**config.mk**
```make
export PLATFORM = sky130hd
export DESIGN_NAME = lsu
export DESIGN_NICKNAME = d
export VERILOG_FILES = /design/src/rtl/lsu_pkg.sv /design/src/rtl/lsu_load_fmt.sv /design/src/rtl/lsu.sv
export SDC_FILE = /design/constraint.sdc
export NUM_CORES = 1
export LEC_CHECK = 0
export BUFFER_PORTS_ARGS = -buffer_cell sky130_fd_sc_hd__buf_2
export CAP_MARGIN = 20
export CORE_ASPECT_RATIO = 1.4
export CORE_MARGIN = 1.5
export CORE_UTILIZATION = 31
export CTS_CLUSTER_SIZE = 30
export DETAILED_ROUTE_END_ITERATION = 10
export PLACE_DENSITY_LB_ADDON = 0.25
export SYNTH_ARGS = -nofsm -noshare
export SYNTH_HDL_FRONTEND = slang
export SYNTH_SLANG_ARGS = --single-unit
```
**constraint.sdc**
```tcl
create_clock -name clk -period 6.23 [get_ports clk]
set_input_delay 0.9345 -clock clk [delete_from_list [all_inputs] [get_ports clk]]
set_output_delay 0.9345 -clock clk [all_outputs]
set_load 0.01 [all_outputs]
```
**src/rtl/lsu_pkg.sv**
```systemverilog
// Shared types for the load/store unit.
//   lsu_state_t   : control state (IDLE -> MEM -> RESP, or IDLE -> RESP on a fault)
//   lsu_cause_t   : fault cause reported with a response
//   F3_*          : RV32I load/store funct3 encodings
//   size_to_strb  : lane-enable mask for a funct3 size field (byte/half/word)
package lsu_pkg;

    typedef enum logic [1:0] {
        IDLE = 2'd0,
        MEM  = 2'd1,
        RESP = 2'd2
    } lsu_state_t;

    typedef enum logic [1:0] {
        CAUSE_NONE     = 2'd0,
        CAUSE_MISALIGN = 2'd1,
        CAUSE_RANGE    = 2'd2,
        CAUSE_ILLEGAL  = 2'd3
    } lsu_cause_t;

    localparam logic [2:0] F3_B  = 3'b000;
    localparam logic [2:0] F3_H  = 3'b001;
    localparam logic [2:0] F3_W  = 3'b010;
    localparam logic [2:0] F3_BU = 3'b100;
    localparam logic [2:0] F3_HU = 3'b101;

    // funct3[1:0] encodes the access size for every legal load and store.
    function automatic logic [3:0] size_to_strb(input logic [1:0] size);
        case (size)
            2'b00:   return 4'b0001;
            2'b01:   return 4'b0011;
            default: return 4'b1111;
        endcase
    endfunction

endpackage

```
**src/rtl/lsu_load_fmt.sv**
```systemverilog
// Load result formatting: masks the lanes the access did not read, then
// sign- or zero-extends according to funct3.
//   funct3_i : load funct3 (LB/LH/LW/LBU/LHU)
//   raw_i    : RAM read data, lanes outside the access are undefined
//   result_o : 32-bit value for the destination register
module lsu_load_fmt
    import lsu_pkg::*;
(
    input  logic [2:0]  funct3_i,
    input  logic [31:0] raw_i,
    output logic [31:0] result_o
);

    logic [3:0]  strb;
    logic [31:0] masked;

    always_comb begin
        strb   = size_to_strb(funct3_i[1:0]);
        masked = raw_i & {{8{strb[3]}}, {8{strb[2]}}, {8{strb[1]}}, {8{strb[0]}}};
        case (funct3_i)
            F3_B:    result_o = {{24{masked[7]}}, masked[7:0]};
            F3_H:    result_o = {{16{masked[15]}}, masked[15:0]};
            F3_W:    result_o = masked;
            F3_BU:   result_o = {24'h0, masked[7:0]};
            F3_HU:   result_o = {16'h0, masked[15:0]};
            default: result_o = 32'h0;
        endcase
    end

endmodule

```
**src/rtl/lsu.sv**
```systemverilog
// Load/store unit between execute and a byte-addressed data RAM.
//   req_*   : one RV32I load/store per valid/ready handshake
//   resp_*  : result or fault back to writeback, valid/ready
//   mem_*   : RAM read/write ports, active for exactly the one MEM cycle
// Requests are checked at acceptance; a faulting request never reaches MEM,
// so the RAM is untouched and the response appears one cycle after accept.
module lsu
    import lsu_pkg::*;
#(
    parameter int unsigned MEM_BYTES        = 256,
    parameter bit          ALLOW_MISALIGNED = 1'b0
) (
    input  logic        clk,
    input  logic        rst,
    input  logic        req_valid,
    output logic        req_ready,
    input  logic        req_is_store,
    input  logic [2:0]  req_funct3,
    input  logic [31:0] req_addr,
    input  logic [31:0] req_wdata,
    output logic        resp_valid,
    input  logic        resp_ready,
    output logic [31:0] resp_rdata,
    output logic        resp_fault,
    output logic [1:0]  resp_cause,
    output logic [31:0] mem_read_addr,
    output logic [31:0] mem_write_addr,
    output logic        mem_read_enable,
    output logic        mem_write_enable,
    output logic [31:0] mem_write_data,
    output logic [3:0]  mem_write_strb,
    output logic [3:0]  mem_read_strb,
    input  logic [31:0] mem_read_data
);

    lsu_state_t  state_q;
    logic        is_store_q;
    logic [2:0]  funct3_q;
    logic [31:0] addr_q;
    logic [31:0] wdata_q;
    logic [31:0] rdata_q;
    logic        fault_q;
    lsu_cause_t  cause_q;

    logic        illegal_d;
    logic        misalign_d;
    logic        range_d;
    logic [1:0]  size_m1_d;
    logic [32:0] last_byte_d;
    lsu_cause_t  cause_d;
    logic [31:0] load_result;

    // Request checks, evaluated on the live request inputs at acceptance.
    always_comb begin
        if (req_is_store) illegal_d = (req_funct3 >= 3'b011);
        else              illegal_d = (req_funct3 == 3'b011) || (req_funct3[2:1] == 2'b11);

        case (req_funct3[1:0])
            2'b00:   size_m1_d = 2'd0;
            2'b01:   size_m1_d = 2'd1;
            default: size_m1_d = 2'd3;
        endcase

        misalign_d = !ALLOW_MISALIGNED &&
                     (((req_funct3[1:0] == 2'b01) && req_addr[0]) ||
                      ((req_funct3[1:0] == 2'b10) && (req_addr[1:0] != 2'b00)));

        // 33-bit sum so an access wrapping past 0xFFFFFFFF is caught as out of range.
        last_byte_d = {1'b0, req_addr} + {31'h0, size_m1_d};
        range_d     = (last_byte_d >= 33'(MEM_BYTES));

        cause_d = CAUSE_NONE;
        if (illegal_d)      cause_d = CAUSE_ILLEGAL;
        else if (misalign_d) cause_d = CAUSE_MISALIGN;
        else if (range_d)    cause_d = CAUSE_RANGE;
    end

    lsu_load_fmt u_load_fmt (
        .funct3_i (funct3_q),
        .raw_i    (mem_read_data),
        .result_o (load_result)
    );

    always_ff @(posedge clk) begin
        if (rst) begin
            state_q <= IDLE;
            rdata_q <= 32'h0;
            fault_q <= 1'b0;
            cause_q <= CAUSE_NONE;
        end else begin
            case (state_q)
                IDLE: begin
                    if (req_valid) begin
                        is_store_q <= req_is_store;
                        funct3_q   <= req_funct3;
                        addr_q     <= req_addr;
                        wdata_q    <= req_wdata;
                        rdata_q    <= 32'h0;
                        cause_q    <= cause_d;
                        fault_q    <= (cause_d != CAUSE_NONE);
                        state_q    <= (cause_d != CAUSE_NONE) ? RESP : MEM;
                    end
                end
                MEM: begin
                    // RAM read data is combinational and sampled at the end of MEM.
                    rdata_q <= is_store_q ? 32'h0 : load_result;
                    state_q <= RESP;
                end
                RESP: begin
                    if (resp_ready) state_q <= IDLE;
                end
                default: state_q <= IDLE;
            endcase
        end
    end

    logic        in_mem;
    logic [3:0]  strb;
    logic [31:0] lane_mask;

    always_comb begin
        in_mem    = (state_q == MEM);
        strb      = size_to_strb(funct3_q[1:0]);
        lane_mask = {{8{strb[3]}}, {8{strb[2]}}, {8{strb[1]}}, {8{strb[0]}}};
    end

    assign req_ready  = (state_q == IDLE);
    assign resp_valid = (state_q == RESP);
    assign resp_rdata = rdata_q;
    assign resp_fault = fault_q;
    assign resp_cause = cause_q;

    // Enables are gated by rst so a reset landing in MEM cannot commit a write.
    assign mem_read_enable  = in_mem && !is_store_q && !rst;
    assign mem_write_enable = in_mem &&  is_store_q && !rst;
    assign mem_read_addr    = in_mem ? addr_q : 32'h0;
    assign mem_write_addr   = in_mem ? addr_q : 32'h0;
    assign mem_read_strb    = (in_mem && !is_store_q) ? strb : 4'h0;
    assign mem_write_strb   = (in_mem &&  is_store_q) ? strb : 4'h0;
    assign mem_write_data   = (in_mem &&  is_store_q) ? (wdata_q & lane_mask) : 32'h0;

endmodule
```
==> reports/qor.csv, run 1 <==
stage,metric,value,unit
run_status,status,completed,
clock_tree,clock sink total,105,
synth,"EDFF count, synth",68,
detailed_routing,drt first pass iters,5,
clock_tree,CTS H-Tree Depth,3,
sta,final-report hold violation count,0,
clock_tree,Clock Path Buffers,2,
clock_tree,hold_buf cts,0,
place,dpl ws,2.32,ns
detailed_routing,Post-Route WL,14700,microns
place,placed inst area,6250,sq um
synth,synth warn,0,
synth,Netlist cell types,54,
power_and_ir_drop,PD cells,219,nW/um^2
detailed_routing,DR iter-0 viols,284,
sta,minimum clock period,3.61,ns
global_routing,GRT Total Usage,16.8,%
critical_path,CP Class,register to output pin,
critical_path,WP data required,5.30,ns
global_routing,antenna violations before repair,1,
detailed_routing,DRC viols,0,
critical_path,crit-path max FO,22,
clock_tree,Setup Buffers After CTS,0,
sta,Clock Skew,0.00844,ns
critical_path,CP max stage delay,0.61,ns
synth,Post-synth ARST share,0,%
clock_tree,clk root buf,clkbuf_16,
min_path,"Endpoint, Worst Hold",resp_rdata[18]$_SDFFE_PP0P_,
critical_path,reg2reg start,state_q[1]$_SDFFE_PP0P_,
critical_path,"Max stage delay cell, worst path",nor2b_2,
clock_tree,post_cts resized,0,
layout,NumNets Final,813,
layout,design area,6520,sq um
min_path,Hold Path Depth,2,
die,area of the die,17100,sq um
sta,fin crit share,57.9,%
global_routing,first-pass GRT wire length,22700,microns
layout,layout cells sized above 1,39.2,%
sta,setup ws final,2.62,ns
synth,Synth top area share,40.3,%
sta,unrepaired setup endpoints after global routing,false,
die,die width,111,microns
synth,synthesized cell area,5060,sq um
critical_path,FF-to-FF path depth,4,
critical_path,CP Cell Sequence,nor2b_2 -> buf_4 -> nand2_1 -> nor2_1 -> and2_1 -> buf_2,
sta,worst rel slew slack,40.2,%
layout,Post-Layout Cell Count,910,
critical_path,RR Endpoint,wdata_q[15]$_DFFE_PP_,
clock_tree,Clock transition at path regs,0.07,ns
min_path,Hold/Removal Path Class,register to register,
die,Initial Utilization,31.4,%
synth,Cells after Synth,503,
critical_path,CP arrival,2.67,ns
sta,worst slew pin tran,0.895,ns
global_routing,vias in the first global route,4305,
synth,Post-synth top flop,edfxtp_1,
place,port bufs,246,
synth,register area share after synthesis,55.0,%
synth,Yosys top cell by area,edfxtp_1,
die,core box area,16100,sq um
flow_run,Max Cap Viol,0,
layout,fillers,1621,
global_routing,GRT overflow,0,
synth,Syn Area/Cell,10.1,sq um
critical_path,worst reg-to-reg setup slack,4.28,ns
clock_tree,worst skew pair latency,0.35,ns
sta,final setup fails,0,
global_routing,pin count of the biggest net entering global routing,69,
min_path,Hold Path Origin,resp_rdata[18]$_SDFFE_PP0P_,
detailed_routing,Via density,4.96,
detailed_routing,"antenna viol nets, final",0,
place,Final Wtd Congestion,0.796,
critical_path,nature of the critical path endpoint,output pin,
sta,final slew viol count,0,
die,num ports,247,
clock_tree,CTS Buf Count,9,
place,post-detail-place hpwl,11400,microns
clock_tree,CTS tree,yes,
power_and_ir_drop,P_leak,2.96,nW
die,Die H,154,microns
critical_path,Startpoint Class,register,
power_and_ir_drop,Max VDD drop,0.000111,V
synth,#FFs+latches synth,105,
layout,Antenna diodes,0,
layout,Area Growth Syn to Fin,28.9,%
detailed_routing,post-DR wirelength/cell,16.2,microns
sta,Achievable Freq,277,MHz
sta,final setup TNS,0,ns
synth,synth top area cells,"edfxtp_1 (40%), dfxtp_1 (15%), and2_1 (7.3%), nor2_1 (5.3%), buf_4 (5.0%)",
place,Inst Count DP,894,
detailed_routing,via count,4518,
die,row count,55,
synth,Post-Syn Nets,610,
worst max path at each step:
stage | endpoint | cells past startpoint | slack (ns) | startpoint
2_1_floorplan | addr_q[0]$_DFFE_PP_ | 3 | 1.59 | rst
3_3_place_gp | resp_cause[1]$_SDFFE_PP0P_ | 12 | 2.39 | req_funct3[1]
3_5_place_dp | resp_cause[1]$_SDFFE_PP0P_ | 12 | 2.32 | req_funct3[1]
4_1_cts | mem_write_data[14] | 6 | 2.46 | state_q[0]$_SDFFE_PP0P_
5_1_grt | mem_write_data[14] | 6 | 2.21 | state_q[0]$_SDFFE_PP0P_
6_report | mem_write_data[14] | 6 | 2.62 | state_q[0]$_SDFFE_PP0P_
Yosys cell counts (13+ instances only):
cell and instances:
and2_1 59, dfxtp_1 37, and3_1 13, buf_4 34, nand2_1 24, o21ai_0 13
nor3_1 13, nor2_1 71, clkbuf_1 23, a21oi_1 43, a22oi_1 17, edfxtp_1 68
through the flow:
step / total power, mW / util, % / hold slack, ns
2_1_floorplan: 0.840 / - / 0.511
3_3_place_gp: 0.905 / 38.8 / 0.466
3_5_place_dp: 0.908 / 38.8 / 0.473
4_1_cts: 1.45 / 40.5 / 0.488
5_1_grt: 1.49 / 40.5 / 0.513
6_report: 1.43 / 40.5 / 0.482
registers in the layout, summed over array words and instances (netlist names):
| signal | cells |
|---|---|
| is_store_q | 1 |
| wdata_q | 32 |
| state_q | 2 |
| funct3_q | 3 |
| resp_rdata | 32 |
| resp_fault | 1 |
| resp_cause | 2 |
| addr_q | 32 |
cell usage in the layout (no fill, tap or decap), types with 13 or more instances in the layout:
cell type and n:
a21oi_1 43, and2_1 59, nor3_1 13, dfxtp_1 37, o21ai_0 13, edfxtp_1 68
nor2_1 70, a22oi_1 17, buf_2 246, and3_1 13, nand2_1 24
power by group:
part | internal, mW | switching [mW] | total [mW]
combinational | 0.0442 | 0.0724 | 0.117
clock | 0.275 | 0.263 | 0.539
sequential | 0.766 | 0.00841 | 0.774
total | 1.09 | 0.344 | 1.43
logic make-up after synthesis:
| family | count (synthesis) | synth area share, % |
|---|---|---|
| flops | 105 | 55.0 |
| compound gates | 96 | 11.9 |
| mux | 2 | 0.420 |
| simple gates | 230 | 24.0 |
| buf+inv | 64 | 7.32 |
| fa+ha+maj | 3 | 0.890 |
| xor+xnor | 3 | 0.519 |
critical path, delay by kind of cell, from the launching register on:
kind / cells / cell delay (ns)
and+or+nand+nor: 4 / 1.42
buffers and inverters: 2 / 0.50
DFF: 1 / 0.39
area by class of cell:
class / instances / area, sq um / area share, %
multi-input combinational: 334 / 1930 / 29.5
inverter: 5 / 18.8 / 0.288
sequential: 105 / 2780 / 42.7
clock buffer: 9 / 225 / 3.45
tap: 199 / 249 / 3.82
timing repair buffer: 251 / 1270 / 19.4
clock inverter: 7 / 52.6 / 0.806
metal layers:
layer  up-vias  track usage, %  wire length [microns]
met5         -               0                     13
met4         2            7.33                    418
met3        29            3.92                    920
met2       194            30.9                   7790
met1      2114            18.4                   5570
li1       2179               -                      -
Note: power is estimated with default switching activity, not from simulation.
==> run 2: changes to the inputs <==
Settings changed: ABC_AREA set to 1.
Clock period 6.23 ns to 3.05 ns, I/O delays scaled along.
==> reports/qor.csv, run 2 <==
stage,metric,value,unit,change
die,Die H,162,microns,+4.9%
die,die width,116,microns,+4.9%
power_and_ir_drop,Max VDD drop,0.000231,V,+110%
sta,worst rel slew slack,52.6,%,+12 points
power_and_ir_drop,PD cells,421,nW/um^2,+92%
detailed_routing,"antenna viol nets, final",0,,unchanged
critical_path,crit-path max FO,35,,+59%
critical_path,Startpoint Class,register,,
synth,Post-synth top flop,edfxtp_1,,
die,Initial Utilization,31.9,%,+0.50 points
synth,synth warn,0,,unchanged
sta,unrepaired setup endpoints after global routing,false,,
min_path,Hold/Removal Path Class,primary input to register,,
synth,Post-Syn Nets,838,,+37%
power_and_ir_drop,P_leak,3.62,nW,+22%
detailed_routing,DRC viols,0,,unchanged
synth,Post-synth ARST share,0,%,unchanged
die,core box area,17500,sq um,+8.5%
synth,"EDFF count, synth",68,,unchanged
clock_tree,Setup Buffers After CTS,0,,unchanged
clock_tree,clock sink total,105,,unchanged
sta,final setup fails,0,,unchanged
critical_path,CP arrival,2.12,ns,-0.55 ns
layout,Area Growth Syn to Fin,28.0,%,
min_path,Hold Path Depth,1,,-1
min_path,"Endpoint, Worst Hold",wdata_q[22]$_DFFE_PP_,,
synth,Synth top area share,36.6,%,-3.7 points
synth,Cells after Synth,731,,+45%
sta,worst slew pin tran,0.712,ns,-0.183 ns
layout,NumNets Final,1047,,+29%
sta,minimum clock period,2.58,ns,
layout,design area,7140,sq um,+9.5%
sta,Achievable Freq,387,MHz,
detailed_routing,via count,5177,,+15%
sta,Clock Skew,0.0118,ns,+0.00338 ns
place,port bufs,246,,unchanged
die,row count,57,,+3.6%
detailed_routing,post-DR wirelength/cell,14.1,microns,-13%
synth,synthesized cell area,5580,sq um,+10%
sta,final-report hold violation count,0,,unchanged
synth,top-count cell post-synth,nand2_1,,
die,num ports,247,,unchanged
flow_run,Max Cap Viol,0,,unchanged
global_routing,antenna violations before repair,1,,unchanged
critical_path,worst reg-to-reg setup slack,0.82,ns,-3.46 ns
global_routing,GRT Total Usage,17.1,%,+0.34 points
place,Final Wtd Congestion,0.833,,+4.7%
layout,"commonest non-fill, non-tap cells in the layout","buf_2 (246), nand2_1 (226), nor2_1 (134)",,
place,placed inst area,6850,sq um,+9.6%
layout,layout cells sized above 1,31.5,%,-7.7 points
detailed_routing,Post-Route WL,16700,microns,+13%
clock_tree,CTS tree,yes,,
sta,fin crit share,84.6,%,
critical_path,RR Endpoint,resp_rdata[24]$_SDFFE_PP0P_,,
layout,"most common cell after layout, fill and taps aside",buf_2,,
synth,Syn Area/Cell,7.63,sq um,-24%
detailed_routing,Via density,4.38,,-12%
die,area of the die,18800,sq um,+10%
global_routing,first-pass GRT wire length,24300,microns,+7.2%
place,post-detail-place hpwl,12800,microns,+12%
detailed_routing,drt first pass iters,4,,-1
sta,final setup TNS,0,ns,unchanged
synth,synth top area cells,"edfxtp_1 (37%), nand2_1 (15%), dfxtp_1 (13%), nor2_1 (9.2%), inv_1 (5.1%)",,
global_routing,GRT overflow,0,,unchanged
min_path,Hold Path Origin,req_wdata[22],,
clock_tree,CTS H-Tree Depth,3,,unchanged
synth,Post-synth top cells,"nand2_1 (226), nor2_1 (137), inv_1 (76)",,
synth,Netlist cell types,29,,-46%
critical_path,reg2reg start,funct3_q[1]$_DFFE_PP_,,
clock_tree,worst skew pair latency,0.35,ns,about the same
global_routing,pin count of the biggest net entering global routing,58,,-16%
critical_path,nature of the critical path endpoint,output pin,,
clock_tree,Clock transition at path regs,0.08,ns,about the same
critical_path,WP data required,2.59,ns,-2.71 ns
global_routing,vias in the first global route,4565,,+6.0%
synth,#FFs+latches synth,105,,unchanged
clock_tree,CTS Buf Count,9,,unchanged
clock_tree,Clock Path Buffers,2,,unchanged
detailed_routing,DR iter-0 viols,275,,-3.2%
critical_path,FF-to-FF path depth,8,,+4
sta,final slew viol count,0,,unchanged
critical_path,CP Class,register to output pin,,
run_status,status,completed,,
synth,Yosys top cell by area,edfxtp_1,,
clock_tree,clk root buf,clkbuf_16,,
synth,register area share after synthesis,49.9,%,-5.1 points
-- run 2: changes by cell type after synthesis, sizes merged, moves of 6 or more --
cell | before | now
or3 | 6 | 0
nand3 | 9 | 29
and3 | 14 | 1
nand2 | 24 | 232
nor2 | 71 | 148
inv | 5 | 79
and2 | 59 | 0
nor4 | 9 | 0
a22oi | 17 | 0
a21oi | 43 | 35
nand4 | 11 | 5
nor3 | 13 | 1
nand3b | 0 | 13
-- run 2: how the worst max path moves through the flow --
stage	cells after the start	slack, ns	end	start
2_1_floorplan	3	0.13	addr_q[0]$_DFFE_PP_	state_q[1]$_SDFFE_PP0P_
3_3_place_gp	18	0.27	state_q[1]$_SDFFE_PP0P_	req_funct3[1]
3_5_place_dp	18	0.24	resp_fault$_SDFFE_PP0P_	req_funct3[1]
4_1_cts	7	0.18	mem_write_strb[2]	state_q[0]$_SDFFE_PP0P_
5_1_grt	7	0.19	mem_write_strb[3]	state_q[0]$_SDFFE_PP0P_
6_report	7	0.47	mem_write_data[23]	state_q[0]$_SDFFE_PP0P_
-- run 2: what timing repair did --
action	in CTS	in global routing
gates resized for setup	0	1
hold buffers	0	0
setup endpoints to repair	0	23
-- run 2: logic make-up (layout without fill, tap and decap cells) --
group / Yosys count / in the layout / share of synthesized area, %
compound gates: 54 / 54 / 5.00
xor+xnor: 3 / 3 / 0.471
fa+ha+maj: 3 / 3 / 0.807
buf+inv: 136 / 350 / 11.6
flops: 105 / 105 / 49.9
other cells: 0 / 1 / 0
simple gates: 430 / 430 / 32.3
-- run 2: area by class of cell --
type,instances,area [sq um]
Fill cell,1868,10300
Sequential cell,105,2780
Multi-Input combinational cell,490,2160
Timing Repair Buffer,254,1300
Inverter,80,304
Tap cell,236,295
Clock buffer,10,239
Clock inverter,6,51.3
Antenna cell,1,2.50
-- run 2: where the power goes --
group | total, mW | switching (mW) | internal (mW)
sequential | 1.58 | 0.0147 | 1.56
combinational | 0.283 | 0.181 | 0.102
clock | 1.15 | 0.561 | 0.589
total | 3.01 | 0.757 | 2.25
-- run 2: routing by layer --
metal | global-route usage, % | wire [microns] | up-vias
met2 | 31.6 | 8810 | 144
li1 | - | - | 2675
met4 | 5.54 | 312 | 0
met3 | 3.32 | 849 | 17
met1 | 19.5 | 6730 | 2341
met5 | 0 | 0 | -
-- run 2: worst max-delay path, stage by stage, from the launching register on --
cell,delay (ns)
dfxtp_1,0.33
inv_1,0.06
nor2_1,0.19
inv_2,0.06
nor2_1,0.20
clkinvlp_4,0.52
nor2_1,0.25
buf_2,0.16
-- run 2: stage by stage --
| step | hold WS (ns) | setup WS (ns) | util [%] | total power, mW | cells |
|---|---|---|---|---|---|
| after global routing | 0.259 | 0.186 | 40.9 | 3.15 | 1181 |
| after global placement | 0.449 | 0.268 | 39.2 | 1.89 | 1165 |
| after floorplan | 0.488 | 0.127 | - | 1.75 | 731 |
| after detailed placement | 0.452 | 0.236 | 39.2 | 1.90 | 1165 |
| final | 0.280 | 0.469 | 40.9 | 3.01 | 1182 |
| after CTS | 0.260 | 0.177 | 40.8 | 3.06 | 1181 |
==> run 3: changes to the inputs <==
Clock period 3.05 ns to 2.3 ns, I/O delays scaled along.
==> reports/qor.csv, run 3 (synthesis results as in run 2) <==
stage,metric,value,unit,change
sta,minimum clock period,2.16,ns,
sta,unrepaired setup endpoints after global routing,false,,
sta,worst rel slew slack,53.1,%,+0.57 points
detailed_routing,DR iter-0 viols,268,,-2.5%
critical_path,Worst Setup SP,req_funct3[1],,
sta,Clock Skew,0.0125,ns,+0.000651 ns
power_and_ir_drop,Clock power frac,38.3,%,about the same
critical_path,buffers plus inverters on the worst setup path,2,,-2
layout,NumNets Final,1056,,+0.86%
global_routing,GRT Total Usage,16.7,%,-0.41 points
detailed_routing,drt first pass iters,4,,unchanged
critical_path,CP max stage delay,0.40,ns,-0.12 ns
global_routing,antenna violations before repair,0,,-1
die,row count,57,,unchanged
layout,design area,7260,sq um,+1.7%
layout,"most common cell after layout, fill and taps aside",buf_2,,
power_and_ir_drop,switching power share of the total,23.7,%,-1.5 points
power_and_ir_drop,P_leak,3.70,nW,+2.1%
layout,fillers,1857,,-0.59%
critical_path,reg2reg start,funct3_q[0]$_DFFE_PP_,,
clock_tree,Clock Path Buffers,2,,unchanged
die,num ports,247,,unchanged
clock_tree,clock sink total,105,,unchanged
clock_tree,hold_buf cts,0,,unchanged
critical_path,CP Class,primary input to register,,
power_and_ir_drop,Reg power frac,52.0,%,-0.4 points
detailed_routing,"antenna viol nets, final",0,,unchanged
critical_path,Worst path depth,15,,+8
min_path,Hold Path Origin,req_wdata[4],,
sta,Achievable Freq,464,MHz,
power_and_ir_drop,Sw Pwr,0.950,mW,+26%
detailed_routing,DRC viols,0,,unchanged
global_routing,first-pass GRT wire length,23900,microns,-1.7%
power_and_ir_drop,internal power,3.06,mW,+36%
power_and_ir_drop,Max VDD drop,0.000276,V,+19%
die,area of the die,18800,sq um,unchanged
clock_tree,clk root buf,clkbuf_16,,
layout,Area Growth Syn to Fin,30.1,%,
detailed_routing,post-DR wirelength/cell,13.8,microns,-2.4%
clock_tree,worst skew pair latency,0.34,ns,about the same
critical_path,CP arrival,2.37,ns,+0.25 ns
critical_path,cell family with most CP delay,simple AND/OR/NAND/NOR gates,,
clock_tree,Clock transition at path regs,0.07,ns,about the same
sta,final slew viol count,0,,unchanged
flow_run,Max Cap Viol,0,,unchanged
global_routing,GRT overflow,0,,unchanged
global_routing,pin count of the biggest net entering global routing,36,,-38%
sta,WHS,0.176,ns,-0.104 ns
critical_path,CP Cell Sequence,buf_2 -> or2_4 -> ha_4 -> fa_2 -> inv_2 -> nor2_4 -> nand3_2 -> xor2_1 -> nand2_1 -> nor2_1 -> nand2_1 -> nor2_2 -> nand4_2 -> nand2_1 -> a21oi_1,,
clock_tree,CTS H-Tree Depth,3,,unchanged
detailed_routing,Via density,4.37,,-0.28%
critical_path,crit-path max FO,3,,-91%
sta,worst slew pin tran,0.696,ns,-0.0159 ns
place,Final Wtd Congestion,0.833,,about the same
place,placed inst area,6930,sq um,+1.2%
sta,setup ws final,0.143,ns,-0.326 ns
die,Die H,162,microns,unchanged
sta,final-report hold violation count,0,,unchanged
sta,final setup fails,0,,unchanged
detailed_routing,via count,5202,,+0.48%
power_and_ir_drop,combinational power share,9.7,%,+0.3 points
layout,"commonest non-fill, non-tap cells in the layout","buf_2 (246), nand2_1 (226), nor2_1 (133)",,
min_path,Hold Path Depth,1,,unchanged
critical_path,FF-to-FF path depth,8,,unchanged
critical_path,WP data required,2.51,ns,-0.08 ns
critical_path,Startpoint Class,primary input,,
die,Initial Utilization,31.9,%,unchanged
critical_path,nature of the critical path endpoint,register,,
run_status,status,completed,,
die,die width,116,microns,unchanged
clock_tree,CTS tree,yes,,
place,post-detail-place hpwl,12900,microns,+0.87%
sta,fin crit share,93.8,%,
critical_path,"Max stage delay cell, worst path",fa_2,,
min_path,Hold/Removal Path Class,primary input to register,,
place,port bufs,246,,unchanged
clock_tree,Setup Buffers After CTS,0,,unchanged
global_routing,vias in the first global route,4741,,+3.9%
power_and_ir_drop,PD cells,553,nW/um^2,+31%
detailed_routing,Post-Route WL,16400,microns,-1.6%
layout,layout cells sized above 1,32.6,%,+1.1 points
clock_tree,CTS Buf Count,9,,unchanged
layout,final core occ,41.6,%,+0.68 points
critical_path,most frequent CP cell,nand2_1,,
place,dpl ws,-0.268,ns,-0.503 ns
die,core box area,17500,sq um,unchanged
run 3: cell count changes in the layout (fill, tap and decap cells not counted), moves of 2 or more:
cell	change
inv_4	+4
clkinv_4	-2
buf_4	+7
bufinv_8	+2
run 3: power by group through the flow:
stage	Combinational (mW)	Clock [mW]	Sequential (mW)
final	0.388	1.54	2.09
after CTS	0.392	1.59	2.09
after global routing	0.436	1.65	2.09
after floorplan	0.183	0	2.13
after detailed placement	0.389	0	2.13
after global placement	0.389	0	2.13
run 3: layer usage:
metal / share of wire [%] / GRT usage, % / wire length, microns
met5: 0 / 0 / 0
met4: 1.9 / 5.43 / 310
met3: 5.2 / 2.95 / 853
met2: 54 / 31.9 / 8830
met1: 39 / 18.3 / 6430
run 3: final cells by class:
type | count | area, sq um | share of cell area [%]
Tap cell | 236 | 295 | 4.07
Multi-Input combinational cell | 490 | 2190 | 30.2
Sequential cell | 105 | 2780 | 38.3
Clock buffer | 9 | 225 | 3.10
Timing Repair Buffer | 263 | 1390 | 19.1
Clock inverter | 7 | 71.3 | 0.982
Inverter | 80 | 303 | 4.17
Antenna cell | 1 | 2.50 | 0.0345
run 3: through the flow:
stage / setup TNS, ns / total power [mW] / std cells
5_1_grt: 0 / 4.18 / 1190
6_report: 0 / 4.01 / 1191
2_1_floorplan: 0 / 2.31 / 731
4_1_cts: 0 / 4.07 / 1190
3_5_place_dp: -0.908 / 2.52 / 1174
3_3_place_gp: -0.829 / 2.52 / 1174
run 3: worst reg2reg max path, delay by kind of cell (launching register included):
kind	cells	cell delay [ns]
buffers and inverters	1	0.15
AND/OR/NAND/NOR	5	0.67
flip-flops	1	0.42
AO/OA/AOI/OAI	2	0.39
run 3: what timing repair did:
item                                    CTS  global route
endpoints found under the hold margin     0             0
resized for setup                         0             8
endpoints found under the setup margin    0            39
run 3: worst paths after layout:
| kind | to | slack [ns] |
|---|---|---|
| max reg2reg | resp_rdata[16]$_SDFFE_PP0P_ | 0.61 |
| min | wdata_q[4]$_DFFE_PP_ | 0.18 |
| min reg2reg | resp_rdata[3]$_SDFFE_PP0P_ | 0.46 |
| max | state_q[1]$_SDFFE_PP0P_ | 0.14 |
